### src/rtl/el2_regfile_snapshot_if.sv
// Register-file exposure bundle: every architecturally visible GPR/CSR the core
// publishes for trace and debug consumers, 32 bits each.
interface el2_regfile_if;
  logic [31:0] ra, sp, fp;
  logic [31:0] a0, a1, a2, a3, a4, a5, a6, a7;
  logic [31:0] pc, npc;
  logic [31:0] mstatus, mie, mtvec, mscratch, mepc, mcause, mtval, mip;
  logic [31:0] mcyclel, mcycleh, minstretl, minstreth, mrac;

  modport veer_rf_source (
    output ra, sp, fp, a0, a1, a2, a3, a4, a5, a6, a7, pc, npc,
           mstatus, mie, mtvec, mscratch, mepc, mcause, mtval, mip,
           mcyclel, mcycleh, minstretl, minstreth, mrac
  );

  modport veer_rf_sink (
    input ra, sp, fp, a0, a1, a2, a3, a4, a5, a6, a7, pc, npc,
          mstatus, mie, mtvec, mscratch, mepc, mcause, mtval, mip,
          mcyclel, mcycleh, minstretl, minstreth, mrac
  );
endinterface

### src/rtl/el2_regfile_snapshot.sv
// Captures the exposed register file into a local buffer in a single cycle and
// streams it out word by word over a valid/ready channel, optionally headed.
module el2_regfile_snapshot #(
  parameter int INCLUDE_CSR = 1,
  parameter int HDR_EN      = 1,
  parameter int DROP_CNT_W  = 16
) (
  input  logic                  clk,
  input  logic                  rst_l,
  el2_regfile_if.veer_rf_sink   i_rf,
  input  logic                  i_snap_req,
  input  logic                  i_snap_abort,
  output logic                  o_snap_busy,
  output logic                  o_out_valid,
  input  logic                  i_out_ready,
  output logic [31:0]           o_out_data,
  output logic [4:0]            o_out_idx,
  output logic                  o_out_last,
  output logic [DROP_CNT_W-1:0] o_drop_cnt
);

  localparam int         NRF      = 11 + 15 * INCLUDE_CSR;
  localparam int         NW       = HDR_EN + NRF;
  localparam logic [4:0] LAST_IDX = 5'(NW - 1);

  typedef enum logic {IDLE, STREAM} stateT;

  stateT                 r_state, w_stateNxt;
  logic [31:0]           w_capWords [26];
  logic [31:0]           r_buf [NRF];
  logic [7:0]            r_seq;
  logic [DROP_CNT_W-1:0] r_dropCnt;
  logic [4:0]            r_idx;
  logic [31:0]           r_data;
  logic                  r_last;
  logic                  w_capture, w_advance, w_clear, w_drop, w_handshake;
  logic [4:0]            w_nextIdx;
  logic [31:0]           w_nextWord, w_firstWord;

  assign w_capWords = '{i_rf.ra, i_rf.sp, i_rf.fp,
                        i_rf.a0, i_rf.a1, i_rf.a2, i_rf.a3, i_rf.a4, i_rf.a5, i_rf.a6, i_rf.a7,
                        i_rf.pc, i_rf.npc, i_rf.mstatus, i_rf.mie, i_rf.mtvec, i_rf.mscratch,
                        i_rf.mepc, i_rf.mcause, i_rf.mtval, i_rf.mip, i_rf.mcyclel,
                        i_rf.mcycleh, i_rf.minstretl, i_rf.minstreth, i_rf.mrac};

  assign w_handshake = (r_state == STREAM) && i_out_ready;
  assign w_nextIdx   = r_idx + 5'd1;

  // The header is only ever emitted at capture time, so it is built from the live
  // sequence count rather than stored in the buffer.
  assign w_firstWord = (HDR_EN != 0) ? {8'h5A, r_seq, 8'(NRF), 8'h00} : i_rf.ra;

  always_comb begin
    w_nextWord = '0;
    for (int k = 0; k < NRF; k++) begin
      if (int'(w_nextIdx) == k + HDR_EN) w_nextWord = r_buf[k];
    end
  end

  always_comb begin
    w_stateNxt = r_state;
    w_capture  = 1'b0;
    w_advance  = 1'b0;
    w_clear    = 1'b0;
    w_drop     = 1'b0;
    case (r_state)
      IDLE: begin
        if (i_snap_req && !i_snap_abort) begin
          w_capture  = 1'b1;
          w_stateNxt = STREAM;
        end
      end
      STREAM: begin
        if (i_snap_abort) begin
          w_clear    = 1'b1;
          w_stateNxt = IDLE;
        end else if (w_handshake && r_last) begin
          // A request landing on the final handshake chains straight into a new snapshot.
          if (i_snap_req) begin
            w_capture = 1'b1;
          end else begin
            w_clear    = 1'b1;
            w_stateNxt = IDLE;
          end
        end else begin
          w_advance = w_handshake;
          w_drop    = i_snap_req;
        end
      end
      default: w_stateNxt = IDLE;
    endcase
  end

  always_ff @(posedge clk or negedge rst_l) begin
    if (!rst_l) begin
      r_state   <= IDLE;
      r_idx     <= '0;
      r_data    <= '0;
      r_last    <= 1'b0;
      r_seq     <= '0;
      r_dropCnt <= '0;
    end else begin
      r_state <= w_stateNxt;
      if (w_capture) begin
        r_idx  <= '0;
        r_data <= w_firstWord;
        r_last <= (LAST_IDX == 5'd0);
        r_seq  <= r_seq + 8'd1;
      end else if (w_advance) begin
        r_idx  <= w_nextIdx;
        r_data <= w_nextWord;
        r_last <= (w_nextIdx == LAST_IDX);
      end else if (w_clear) begin
        r_idx  <= '0;
        r_data <= '0;
        r_last <= 1'b0;
      end
      if (w_drop && (r_dropCnt != '1)) r_dropCnt <= r_dropCnt + DROP_CNT_W'(1);
    end
  end

  always_ff @(posedge clk) begin
    if (w_capture) begin
      for (int k = 0; k < NRF; k++) r_buf[k] <= w_capWords[k];
    end
  end

  assign o_snap_busy = (r_state == STREAM);
  assign o_out_valid = (r_state == STREAM);
  assign o_out_data  = r_data;
  assign o_out_idx   = r_idx;
  assign o_out_last  = r_last;
  assign o_drop_cnt  = r_dropCnt;

endmodule

### src/flat_wrapper.sv
// flat-port wrapper written by rule: the top's interface ports become plain ports
module el2_regfile_snapshot_flat 
#(
  parameter int INCLUDE_CSR = 1,
  parameter int HDR_EN      = 1,
  parameter int DROP_CNT_W  = 16
)
  (clk, rst_l, i_snap_req, i_snap_abort, o_snap_busy, o_out_valid, i_out_ready, o_out_data, o_out_idx, o_out_last, o_drop_cnt, i_rf_ra, i_rf_sp, i_rf_fp, i_rf_a0, i_rf_a1, i_rf_a2, i_rf_a3, i_rf_a4, i_rf_a5, i_rf_a6, i_rf_a7, i_rf_pc, i_rf_npc, i_rf_mstatus, i_rf_mie, i_rf_mtvec, i_rf_mscratch, i_rf_mepc, i_rf_mcause, i_rf_mtval, i_rf_mip, i_rf_mcyclel, i_rf_mcycleh, i_rf_minstretl, i_rf_minstreth, i_rf_mrac);
  el2_regfile_if i_rf_i ();
  input  logic clk;
  input  logic rst_l;
  input  logic i_snap_req;
  input  logic i_snap_abort;
  output logic o_snap_busy;
  output logic o_out_valid;
  input  logic i_out_ready;
  output logic [31:0] o_out_data;
  output logic [4:0] o_out_idx;
  output logic o_out_last;
  output logic [DROP_CNT_W-1:0] o_drop_cnt;
  input wire logic [$bits(i_rf_i.ra)-1:0] i_rf_ra;
  input wire logic [$bits(i_rf_i.sp)-1:0] i_rf_sp;
  input wire logic [$bits(i_rf_i.fp)-1:0] i_rf_fp;
  input wire logic [$bits(i_rf_i.a0)-1:0] i_rf_a0;
  input wire logic [$bits(i_rf_i.a1)-1:0] i_rf_a1;
  input wire logic [$bits(i_rf_i.a2)-1:0] i_rf_a2;
  input wire logic [$bits(i_rf_i.a3)-1:0] i_rf_a3;
  input wire logic [$bits(i_rf_i.a4)-1:0] i_rf_a4;
  input wire logic [$bits(i_rf_i.a5)-1:0] i_rf_a5;
  input wire logic [$bits(i_rf_i.a6)-1:0] i_rf_a6;
  input wire logic [$bits(i_rf_i.a7)-1:0] i_rf_a7;
  input wire logic [$bits(i_rf_i.pc)-1:0] i_rf_pc;
  input wire logic [$bits(i_rf_i.npc)-1:0] i_rf_npc;
  input wire logic [$bits(i_rf_i.mstatus)-1:0] i_rf_mstatus;
  input wire logic [$bits(i_rf_i.mie)-1:0] i_rf_mie;
  input wire logic [$bits(i_rf_i.mtvec)-1:0] i_rf_mtvec;
  input wire logic [$bits(i_rf_i.mscratch)-1:0] i_rf_mscratch;
  input wire logic [$bits(i_rf_i.mepc)-1:0] i_rf_mepc;
  input wire logic [$bits(i_rf_i.mcause)-1:0] i_rf_mcause;
  input wire logic [$bits(i_rf_i.mtval)-1:0] i_rf_mtval;
  input wire logic [$bits(i_rf_i.mip)-1:0] i_rf_mip;
  input wire logic [$bits(i_rf_i.mcyclel)-1:0] i_rf_mcyclel;
  input wire logic [$bits(i_rf_i.mcycleh)-1:0] i_rf_mcycleh;
  input wire logic [$bits(i_rf_i.minstretl)-1:0] i_rf_minstretl;
  input wire logic [$bits(i_rf_i.minstreth)-1:0] i_rf_minstreth;
  input wire logic [$bits(i_rf_i.mrac)-1:0] i_rf_mrac;
  assign i_rf_i.ra = i_rf_ra;
  assign i_rf_i.sp = i_rf_sp;
  assign i_rf_i.fp = i_rf_fp;
  assign i_rf_i.a0 = i_rf_a0;
  assign i_rf_i.a1 = i_rf_a1;
  assign i_rf_i.a2 = i_rf_a2;
  assign i_rf_i.a3 = i_rf_a3;
  assign i_rf_i.a4 = i_rf_a4;
  assign i_rf_i.a5 = i_rf_a5;
  assign i_rf_i.a6 = i_rf_a6;
  assign i_rf_i.a7 = i_rf_a7;
  assign i_rf_i.pc = i_rf_pc;
  assign i_rf_i.npc = i_rf_npc;
  assign i_rf_i.mstatus = i_rf_mstatus;
  assign i_rf_i.mie = i_rf_mie;
  assign i_rf_i.mtvec = i_rf_mtvec;
  assign i_rf_i.mscratch = i_rf_mscratch;
  assign i_rf_i.mepc = i_rf_mepc;
  assign i_rf_i.mcause = i_rf_mcause;
  assign i_rf_i.mtval = i_rf_mtval;
  assign i_rf_i.mip = i_rf_mip;
  assign i_rf_i.mcyclel = i_rf_mcyclel;
  assign i_rf_i.mcycleh = i_rf_mcycleh;
  assign i_rf_i.minstretl = i_rf_minstretl;
  assign i_rf_i.minstreth = i_rf_minstreth;
  assign i_rf_i.mrac = i_rf_mrac;
  el2_regfile_snapshot #(.INCLUDE_CSR(INCLUDE_CSR), .HDR_EN(HDR_EN), .DROP_CNT_W(DROP_CNT_W)) u_core (.clk(clk), .rst_l(rst_l), .i_rf(i_rf_i), .i_snap_req(i_snap_req), .i_snap_abort(i_snap_abort), .o_snap_busy(o_snap_busy), .o_out_valid(o_out_valid), .i_out_ready(i_out_ready), .o_out_data(o_out_data), .o_out_idx(o_out_idx), .o_out_last(o_out_last), .o_drop_cnt(o_drop_cnt));
endmodule
### config.mk
export PLATFORM = sky130hd
export DESIGN_NAME = el2_regfile_snapshot_flat
export DESIGN_NICKNAME = d
export VERILOG_FILES = /design/src/rtl/el2_regfile_snapshot_if.sv /design/src/rtl/el2_regfile_snapshot.sv /design/src/flat_wrapper.sv
export SDC_FILE = /design/constraint.sdc
export NUM_CORES = 1
export LEC_CHECK = 0
export BUFFER_PORTS_ARGS = -buffer_cell sky130_fd_sc_hd__buf_2
export CAP_MARGIN = 10
export CORE_AREA = 2 2 351 353
export CTS_CLUSTER_SIZE = 12
export DETAILED_ROUTE_END_ITERATION = 8
export DIE_AREA = 0 0 353 355
export MAX_ROUTING_LAYER = met4
export PLACE_DENSITY = 0.45
export SLEW_MARGIN = 10
export SYNTH_ARGS = -nofsm -noshare
export SYNTH_HDL_FRONTEND = slang
export SYNTH_SLANG_ARGS = --single-unit
### constraint.sdc
create_clock -name clk -period 34.4 [get_ports clk]
set_input_delay 1.72 -clock clk [delete_from_list [all_inputs] [get_ports clk]]
set_output_delay 1.72 -clock clk [all_outputs]
set_load 0.02 [all_outputs]
==> results of run 1 <==
-- layout by cell type (no fill, tap or decap), types with 13 or more instances in the layout --
cell,synthesis,routed
sky130_fd_sc_hd__nand2_1,149,149
sky130_fd_sc_hd__buf_2,50,891
sky130_fd_sc_hd__buf_4,15,93
sky130_fd_sc_hd__o22ai_1,66,63
sky130_fd_sc_hd__o21ai_0,119,118
sky130_fd_sc_hd__a211oi_1,42,39
sky130_fd_sc_hd__a22o_1,22,21
sky130_fd_sc_hd__a21o_1,13,13
sky130_fd_sc_hd__and3_1,32,32
sky130_fd_sc_hd__clkbuf_1,62,17
sky130_fd_sc_hd__a22oi_1,47,46
sky130_fd_sc_hd__clkbuf_16,0,105
sky130_fd_sc_hd__o22a_1,16,16
sky130_fd_sc_hd__a21oi_1,117,114
sky130_fd_sc_hd__nand4_1,18,18
sky130_fd_sc_hd__clkinv_1,1,30
sky130_fd_sc_hd__xnor2_1,15,15
sky130_fd_sc_hd__o211ai_1,28,28
sky130_fd_sc_hd__a221oi_1,68,68
sky130_fd_sc_hd__dfrtp_1,63,63
sky130_fd_sc_hd__bufinv_16,0,15
sky130_fd_sc_hd__diode_2,0,52
sky130_fd_sc_hd__nor2_1,104,102
sky130_fd_sc_hd__o21ai_1,22,21
sky130_fd_sc_hd__edfxtp_1,832,832
sky130_fd_sc_hd__nand3_1,67,67
sky130_fd_sc_hd__nor3_1,54,53
sky130_fd_sc_hd__a221o_1,33,33
sky130_fd_sc_hd__and2_1,16,16
sky130_fd_sc_hd__o221ai_1,35,35
sky130_fd_sc_hd__clkinv_2,0,17
sky130_fd_sc_hd__a31oi_1,17,17
-- layer usage --
layer,wire length [um],GRT usage [%]
met1,75500,37.2
met2,86600,46.5
met3,14100,6.18
met4,6310,9.22
met5,0,-
-- state kept, by name, summed over array words and instances (netlist names) --
register            count
u_core.r_buf          832
u_core.o_out_valid      1
u_core.r_seq            8
u_core.o_out_idx        5
u_core.o_out_last       1
u_core.o_out_data      32
u_core.o_drop_cnt      16
-- cell type report --
cell class / instances / area, um^2 / share of cell area [%]
Antenna cell: 52 / 130 / 0.282
Clock buffer: 123 / 2710 / 5.86
Clock inverter: 71 / 769 / 1.67
Inverter: 14 / 60.1 / 0.130
Multi-Input combinational cell: 1337 / 8690 / 18.8
Sequential cell: 895 / 26600 / 57.6
Tap cell: 1625 / 2030 / 4.41
Timing Repair Buffer: 985 / 5180 / 11.2
-- worst paths after layout --
path | start | endpoint | slack, ns
worst max register to register | u_core.o_out_last$_DFFE_PN0P_ | u_core.r_buf[0][455]$_DFFE_PP_ | 28.62
min in group asynchronous | rst_l | u_core.o_out_data[3]$_DFFE_PN0P_ | 0.90
max in group asynchronous | rst_l | u_core.o_drop_cnt[13]$_DFFE_PN0P_ | 32.40
worst min register to register | u_core.r_seq[7]$_DFFE_PN0P_ | u_core.r_seq[7]$_DFFE_PN0P_ | 0.48
worst max-delay path | i_out_ready | u_core.r_buf[0][455]$_DFFE_PP_ | 27.91
worst min-delay path | u_core.r_seq[7]$_DFFE_PN0P_ | u_core.r_seq[7]$_DFFE_PN0P_ | 0.48
-- cell families after synthesis --
kind of cell	count (synthesis)
buffers and inverters	160
adder cells (fa/ha/maj)	7
XOR/XNOR	23
multiplexers	2
AND/OR/NAND/NOR	518
flip-flops	895
AO/OA/AOI/OAI	787
-- metrics by stage --
step	area, um^2	power (mW)
after global routing	46100	2.78
after detailed placement	42500	1.58
after floorplan	35800	1.44
final	46100	2.71
after global placement	42500	1.58
after CTS	46000	2.73
-- power groups by stage --
stage	clock network, mW	logic (mW)	registers, mW
2_1_floorplan	0	0.101	1.34
3_3_place_gp	0	0.287	1.29
3_5_place_dp	0	0.287	1.29
4_1_cts	1.17	0.288	1.27
5_1_grt	1.21	0.299	1.28
6_report	1.15	0.288	1.27
-- critical path, stage by stage --
cell	delay (ns)
sky130_fd_sc_hd__buf_2	0.14
sky130_fd_sc_hd__nand2_1	0.11
sky130_fd_sc_hd__a211o_1	0.54
sky130_fd_sc_hd__inv_8	0.58
sky130_fd_sc_hd__buf_4	0.79
sky130_fd_sc_hd__buf_4	0.80
sky130_fd_sc_hd__buf_4	0.85
sky130_fd_sc_hd__buf_4	0.91
==> impl_metrics.py, run 1 <==
metrics = {
    "synthesis": {
        "synth-simple-area-share_pct": 7.07,
        "dominant_synthesized_flop_cell": "sky130_fd_sc_hd__edfxtp_1",
        "synth_adder_area_share_pct": 0.244,
        "post_synth_inst_count": 2392,
        "synth_register_bits": 895,
        "synthTopCellsByArea": "sky130_fd_sc_hd__edfxtp_1 (70%), sky130_fd_sc_hd__dfrtp_1 (4.4%), sky130_fd_sc_hd__o21ai_0 (1.7%), sky130_fd_sc_hd__a221oi_1 (1.7%), sky130_fd_sc_hd__a21oi_1 (1.6%)",
        "area_fraction_of_the_dominant_cell_type_after_synthesis_pct": 69.7,
        "synth.largest_area_cell": "sky130_fd_sc_hd__edfxtp_1",
        "synth-warning-count": 0,
        "ys_types": 92,
        "synthMuxAreaShare_pct": 0.0593,
        "post_synth_xor_area_fraction_pct": 0.635,
        "synth.cell_area_um2": 35800,
        "synthesis.area_per_instance_um2": 15.0,
        "synth_seq_area_share_pct": 74.1,
        "synthesis.nets": 3236,
        "combinational_family_with_the_most_area_after_synthesis": "compound AO/OA/AOI/OAI gates",
        "yosys-top-cells-count": "sky130_fd_sc_hd__edfxtp_1 (832), sky130_fd_sc_hd__nand2_1 (149), sky130_fd_sc_hd__o21ai_0 (119)",
        "async_reset_ff_share_pct": 7.04,
        "synth_enable_flop_cells": 832,
        "complex_gate_fraction_of_the_synthesized_area_pct": 15.8,
        "synth.most_common_cell": "sky130_fd_sc_hd__edfxtp_1",
    },
    "grt": {
        "global_route.overflow_total": 0,
        "grt_util_all_layers_pct": 29.2,
        "grt_start_max_net_pins": 164,
        "first_global_vias": 27363,
        "antenna_found_initial": 90,
        "grt_first_pass_wirelength_um": 240000,
    },
    "sta": {
        "time_the_worst_path_needs_with_i_o_delays_and_setup_ns": 6.49,
        "fmax_achieved_mhz": 154,
        "timing_hold_violations_final": 0,
        "timing.max_slew.rel_slack_pct": 19.2,
        "period_share_pct": 18.9,
        "timing.setup.tns_ns": 0,
        "hold-worst-slack_ns": 0.484,
        "post-route-worst-setup-slack_ns": 27.91,
        "tightest_slew_ns": 1.20,
        "slew_viol_final": 0,
        "finClkSkew_ns": 0.0369,
        "rsz_0062_raised_after_global_routing": "false",
        "final_setup_violation_count": 0,
    },
    "floorplanning": {
        "ios": 893,
        "area_enclosed_by_the_die_boundary_um2": 125000,
        "width_of_the_die_um": 353,
        "core.rowCount": 128,
        "initial_core_util_pct": 29.5,
        "core_area_um2": 121000,
        "die_y_um": 355,
    },
    "placed_design": {
        "numPortBuffers": 892,
        "numPlacedInstances": 4856,
        "dp_hpwl_um": 138000,
        "gpl.final_weighted_congestion": 0.863,
        "place_worst_setup_slack_ns": 27.16,
    },
    "min_path": {
        "hold_path_depth": 1,
        "worstHoldPathType": "reg -> reg",
    },
    "job": {
        "drv.max_cap_violation_count": 0,
    },
    "detailed_routing": {
        "post-route-drc-count": 0,
        "detailedRoute.firstPassIterationCount": 5,
        "dr.first_iter.drc_count": 3505,
        "dr_total_vias": 27492,
        "routed_antenna_nets": 0,
        "sum_of_routed_wire_length_over_all_layers_um": 182000,
        "drt-vias-per-instance": 5.39,
        "routed_wire_length_per_instance_um": 35.8,
    },
    "clocking": {
        "post_cts_resized": 0,
        "cts-buffers-inserted": 104,
        "clock-sinks": 895,
        "clock_path_buffers": 3,
        "cts_htree_levels": 3,
        "clock_tree_from_tritoncts": "yes",
        "cts-hold-fix-buffers": 0,
        "cts.clk_slew.worst_paths_ns": 0.06,
        "clock_insertion_delay_worst_skew_ns": 0.74,
        "postCtsSetupRepairBufs": 0,
        "clock_tree.root_cell": "sky130_fd_sc_hd__clkbuf_16",
    },
    "worst_setup_path": {
        "crit_path_end_kind": "flop",
        "peak_fanout_along_the_critical_path": 106,
        "reg2regPathDepth": 7,
        "timing.critical_path.arrival_ns": 6.82,
        "worstPathRequired_ns": 34.73,
        "setup.worst_path.start_class": "primary input",
        "worst-setup-path-type": "in -> reg",
    },
    "pwr": {
        "share_clk_of_total_power_pct": 42.4,
        "leakage_nw": 17.0,
        "power_frac_seq_pct": 47.0,
        "power.combinational.fraction_pct": 10.6,
        "power.share.switching_pct": 25.7,
        "max-vdd-ir-drop_mv": 0.0388,
        "cellPowerDensity_nw_per_um2": 58.7,
        "power_spent_charging_and_discharging_nets_mw": 0.697,
        "internal-power_mw": 2.01,
    },
    "layout": {
        "non_filler_instance_count_after_layout": 5102,
        "num-fill-cells": 11889,
        "final_core_utilization_pct": 38.0,
        "final_layout_size_suffix_gt1_share_pct": 34.9,
        "area_growth_pct": 28.7,
        "final_nets": 4181,
    },
    "outcome": {
        "status": "finished, final reports clean",
    },
}
(Power assumes the default switching activity.)
==> inputs of run 2 (changes only) <==
--- a/config.mk
+++ b/config.mk
@@ -5,12 +5,13 @@
 export SDC_FILE = /design/constraint.sdc
 export NUM_CORES = 1
 export LEC_CHECK = 0
+export ABC_AREA = 1
 export BUFFER_PORTS_ARGS = -buffer_cell sky130_fd_sc_hd__buf_2
 export CAP_MARGIN = 10
-export CORE_AREA = 2 2 351 353
+export CORE_AREA = 2 2 352 354
 export CTS_CLUSTER_SIZE = 12
 export DETAILED_ROUTE_END_ITERATION = 8
-export DIE_AREA = 0 0 353 355
+export DIE_AREA = 0 0 354 356
 export MAX_ROUTING_LAYER = met4
 export PLACE_DENSITY = 0.45
 export SLEW_MARGIN = 10
==> constraint.sdc (replaced) <==
create_clock -name clk -period 6.1 [get_ports clk]
set_input_delay 0.305 -clock clk [delete_from_list [all_inputs] [get_ports clk]]
set_output_delay 0.305 -clock clk [all_outputs]
set_load 0.02 [all_outputs]
==> run 2 against run 1 <==
Core utilization grew 6.3 points. Cell count up 29%. Total power rose to 6.1 times the previous value. Area after synthesis up 1.1%. Final area rose by 18%. Largest power group unchanged.
==> impl_metrics.py, run 2 <==
metrics = {
    "outcome": {
        "status": "finished, final reports clean",
    },
    "worst_setup_path": {
        "reg2regPathDepth": 35,
        "crit-reg2reg-launch": "u_core.o_out_idx[0]$_DFFE_PN0P_",
        "worst-setup-path-type": "reg -> reg",
        "timing.critical_path.arrival_ns": 5.83,
        "reg2reg_slack_ns": 0.93,
        "worstPathRequired_ns": 6.76,
        "peak_fanout_along_the_critical_path": 31,
        "worst_r2r_endpoint": "u_core.o_out_data[11]$_DFFE_PN0P_",
        "crit_slowest_cell": "sky130_fd_sc_hd__dfrtp_1",
        "setup.worst_path.start_class": "flop",
        "cpMostUsedCell": "sky130_fd_sc_hd__nand2_1",
        "crit_path_end_kind": "flop",
        "cpPeakStageDelay_ns": 0.47,
        "critical-path-top-delay-family": "simple AND/OR/NAND/NOR gates",
        "timing.critical_path.buf_inv": 1,
    },
    "placed_design": {
        "gpl.final_weighted_congestion": 0.886,
        "dp_hpwl_um": 111000,
        "place_worst_setup_slack_ns": 0.987,
        "numPortBuffers": 892,
    },
    "floorplanning": {
        "die_y_um": 356,
        "core_area_um2": 123000,
        "width_of_the_die_um": 354,
        "initial_core_util_pct": 29.5,
        "area_enclosed_by_the_die_boundary_um2": 126000,
        "ios": 893,
        "core.rowCount": 129,
    },
    "min_path": {
        "worst_hold_path.endpoint": "u_core.o_drop_cnt[12]$_DFFE_PN0P_",
        "hold_start": "i_snap_req",
        "worstHoldPathType": "in -> reg",
        "hold_path_depth": 8,
    },
    "clocking": {
        "clock_path_buffers": 3,
        "postCtsSetupRepairBufs": 0,
        "clock_tree_from_tritoncts": "yes",
        "cts-buffers-inserted": 105,
        "cts_htree_levels": 3,
        "clock_tree.root_cell": "sky130_fd_sc_hd__clkbuf_16",
        "clock-sinks": 895,
        "cts.clk_slew.worst_paths_ns": 0.06,
        "clock_insertion_delay_worst_skew_ns": 0.72,
    },
    "grt": {
        "global_route.overflow_total": 0,
        "gr-max-usage-layer": "met2",
        "grt_first_pass_wirelength_um": 218000,
        "antenna_found_initial": 41,
        "grt_start_max_net_pins": 146,
        "grt_use_met3_pct": 3.72,
        "grt_util_all_layers_pct": 24.8,
        "use_met2_pct": 41.2,
        "gr-usage-met1_pct": 31.1,
        "first_global_vias": 31193,
    },
    "detailed_routing": {
        "dr.first_iter.drc_count": 2533,
        "drt-vias-per-instance": 4.60,
        "post-route-drc-count": 0,
        "detailedRoute.firstPassIterationCount": 5,
        "routed_wire_length_per_instance_um": 23.7,
        "dr_total_vias": 30245,
        "routed_antenna_nets": 0,
        "sum_of_routed_wire_length_over_all_layers_um": 155000,
    },
    "synthesis": {
        "post_synth_inst_count": 3068,
        "synth.cell_area_um2": 36200,
        "yosys-top-cells-count": "sky130_fd_sc_hd__nand2_1 (899), sky130_fd_sc_hd__edfxtp_1 (832), sky130_fd_sc_hd__nand3_1 (285)",
        "synth.most_common_cell": "sky130_fd_sc_hd__nand2_1",
        "synthTopCellsByArea": "sky130_fd_sc_hd__edfxtp_1 (69%), sky130_fd_sc_hd__nand2_1 (9.3%), sky130_fd_sc_hd__dfrtp_1 (4.4%), sky130_fd_sc_hd__nand3_1 (3.9%), sky130_fd_sc_hd__a21oi_1 (3.0%)",
        "area_fraction_of_the_dominant_cell_type_after_synthesis_pct": 69.0,
        "async_reset_ff_share_pct": 7.04,
        "synth_register_bits": 895,
        "synth.largest_area_cell": "sky130_fd_sc_hd__edfxtp_1",
        "synthesis.nets": 3912,
        "synthesis.area_per_instance_um2": 11.8,
        "dominant_synthesized_flop_cell": "sky130_fd_sc_hd__edfxtp_1",
        "synth_enable_flop_cells": 832,
        "ys_types": 38,
        "synth_seq_area_share_pct": 73.3,
        "synth-warning-count": 0,
    },
    "sta": {
        "tightest_slew_ns": 1.17,
        "time_the_worst_path_needs_with_i_o_delays_and_setup_ns": 5.17,
        "finClkSkew_ns": 0.0298,
        "final_setup_violation_count": 0,
        "timing.setup.tns_ns": 0,
        "rsz_0062_raised_after_global_routing": "false",
        "post-route-worst-setup-slack_ns": 0.928,
        "period_share_pct": 84.8,
        "timing.max_slew.rel_slack_pct": 22.1,
        "slew_viol_final": 0,
        "fmax_achieved_mhz": 193,
        "timing_hold_violations_final": 0,
    },
    "layout": {
        "final_nets": 5652,
        "area_growth_pct": 49.9,
        "final_layout_size_suffix_gt1_share_pct": 24.8,
        "max_ffs_per_register": 832,
        "layout.cells.most_common": "sky130_fd_sc_hd__nand2_1",
        "top_register": "u_core.r_buf",
        "most-common-layout-cells": "sky130_fd_sc_hd__nand2_1 (899), sky130_fd_sc_hd__buf_2 (892), sky130_fd_sc_hd__dlygate4sd3_1 (835), sky130_fd_sc_hd__edfxtp_1 (832), sky130_fd_sc_hd__nand3_1 (285)",
    },
    "pwr": {
        "max-vdd-ir-drop_mv": 0.236,
        "design_power_total_mw": 16.6,
        "cellPowerDensity_nw_per_um2": 305,
        "leakage_nw": 22.2,
    },
    "job": {
        "drv.max_cap_violation_count": 0,
    },
}
==> run 2: changes by cell type after synthesis, moves of 46 or more <==
cell / before / now
sky130_fd_sc_hd__a21oi_1: 117 / 215
sky130_fd_sc_hd__a221oi_1: 68 / 0
sky130_fd_sc_hd__inv_1: 13 / 90
sky130_fd_sc_hd__nand2_1: 149 / 899
sky130_fd_sc_hd__nand3_1: 67 / 285
sky130_fd_sc_hd__nor2_1: 104 / 255
sky130_fd_sc_hd__nor3_1: 54 / 8
sky130_fd_sc_hd__o21ai_0: 119 / 26
sky130_fd_sc_hd__o22ai_1: 66 / 5
sky130_fd_sc_hd__or2_2: 1 / 90
==> run 2: area by class of cell <==
type,instances,area (um^2)
Antenna cell,47,118
Clock buffer,138,2780
Clock inverter,49,403
Fill cell,11709,68400
Inverter,98,375
Multi-Input combinational cell,1927,8750
Sequential cell,895,26600
Tap cell,1637,2050
Timing Repair Buffer,1781,13300
==> run 2: per-stage QoR <==
step / hold slack, ns / cells / area (um^2) / utilization [%]
after floorplan: 0.00941 / 3068 / 36200 / -
after global placement: 0.460 / 5503 / 42700 / 34.8
after detailed placement: 0.460 / 5503 / 42700 / 34.8
after CTS: 0.156 / 6525 / 54200 / 44.2
after global routing: 0.253 / 6566 / 54300 / 44.3
final: 0.222 / 6572 / 54300 / 44.3
==> run 2: tightest hold or removal path, cell delays in order <==
cell	delay (ns)
sky130_fd_sc_hd__buf_2	0.10
sky130_fd_sc_hd__inv_1	0.05
sky130_fd_sc_hd__nor2_1	0.05
sky130_fd_sc_hd__inv_1	0.08
sky130_fd_sc_hd__nor2_1	0.08
sky130_fd_sc_hd__nand2_1	0.06
sky130_fd_sc_hd__nor3_1	0.05
sky130_fd_sc_hd__xor2_1	0.12
==> run 2: logic make-up after synthesis <==
group           synth area share, %
compound gates                 4.45
xor+xnor                      0.459
flops                          73.3
buf+inv                        2.80
fa+ha+maj                     0.242
simple gates                   18.7
==> run 2: what timing repair did <==
| item | CTS | global route |
|---|---|---|
| resized for setup | 0 | 0 |
| endpoints found under the hold margin | 896 | 0 |
| hold buffers | 835 | 0 |
==> run 2: worst max-delay path by stage <==
stage	from	to	slack (ns)	cells after the start
final	u_core.o_out_idx[0]$_DFFE_PN0P_	u_core.o_out_data[11]$_DFFE_PN0P_	0.93	35
after global routing	u_core.o_out_idx[0]$_DFFE_PN0P_	u_core.o_out_data[2]$_DFFE_PN0P_	0.61	35
after CTS	u_core.o_out_idx[0]$_DFFE_PN0P_	u_core.o_out_data[20]$_DFFE_PN0P_	0.95	33
after detailed placement	u_core.o_out_idx[0]$_DFFE_PN0P_	u_core.o_out_data[20]$_DFFE_PN0P_	0.99	33
after global placement	u_core.o_out_idx[0]$_DFFE_PN0P_	u_core.o_out_data[20]$_DFFE_PN0P_	1.03	33
after floorplan	u_core.o_out_valid$_DFF_PN0_	u_core.o_out_data[17]$_DFFE_PN0P_	0.95	10
==> run 2: routing by layer <==
layer | share of wire (%) | vias to the layer above
met3 | 5.3 | 252
met2 | 49 | 1173
li1 | - | 14163
met5 | 0 | -
met1 | 42 | 14657
met4 | 3.2 | 0
==> run 2: where the power goes <==
| group | internal, mW | switching (mW) |
|---|---|---|
| Combinational | 1.14 | 2.14 |
| Clock | 3.40 | 2.63 |
| Sequential | 7.09 | 0.155 |
| Total | 11.6 | 4.93 |
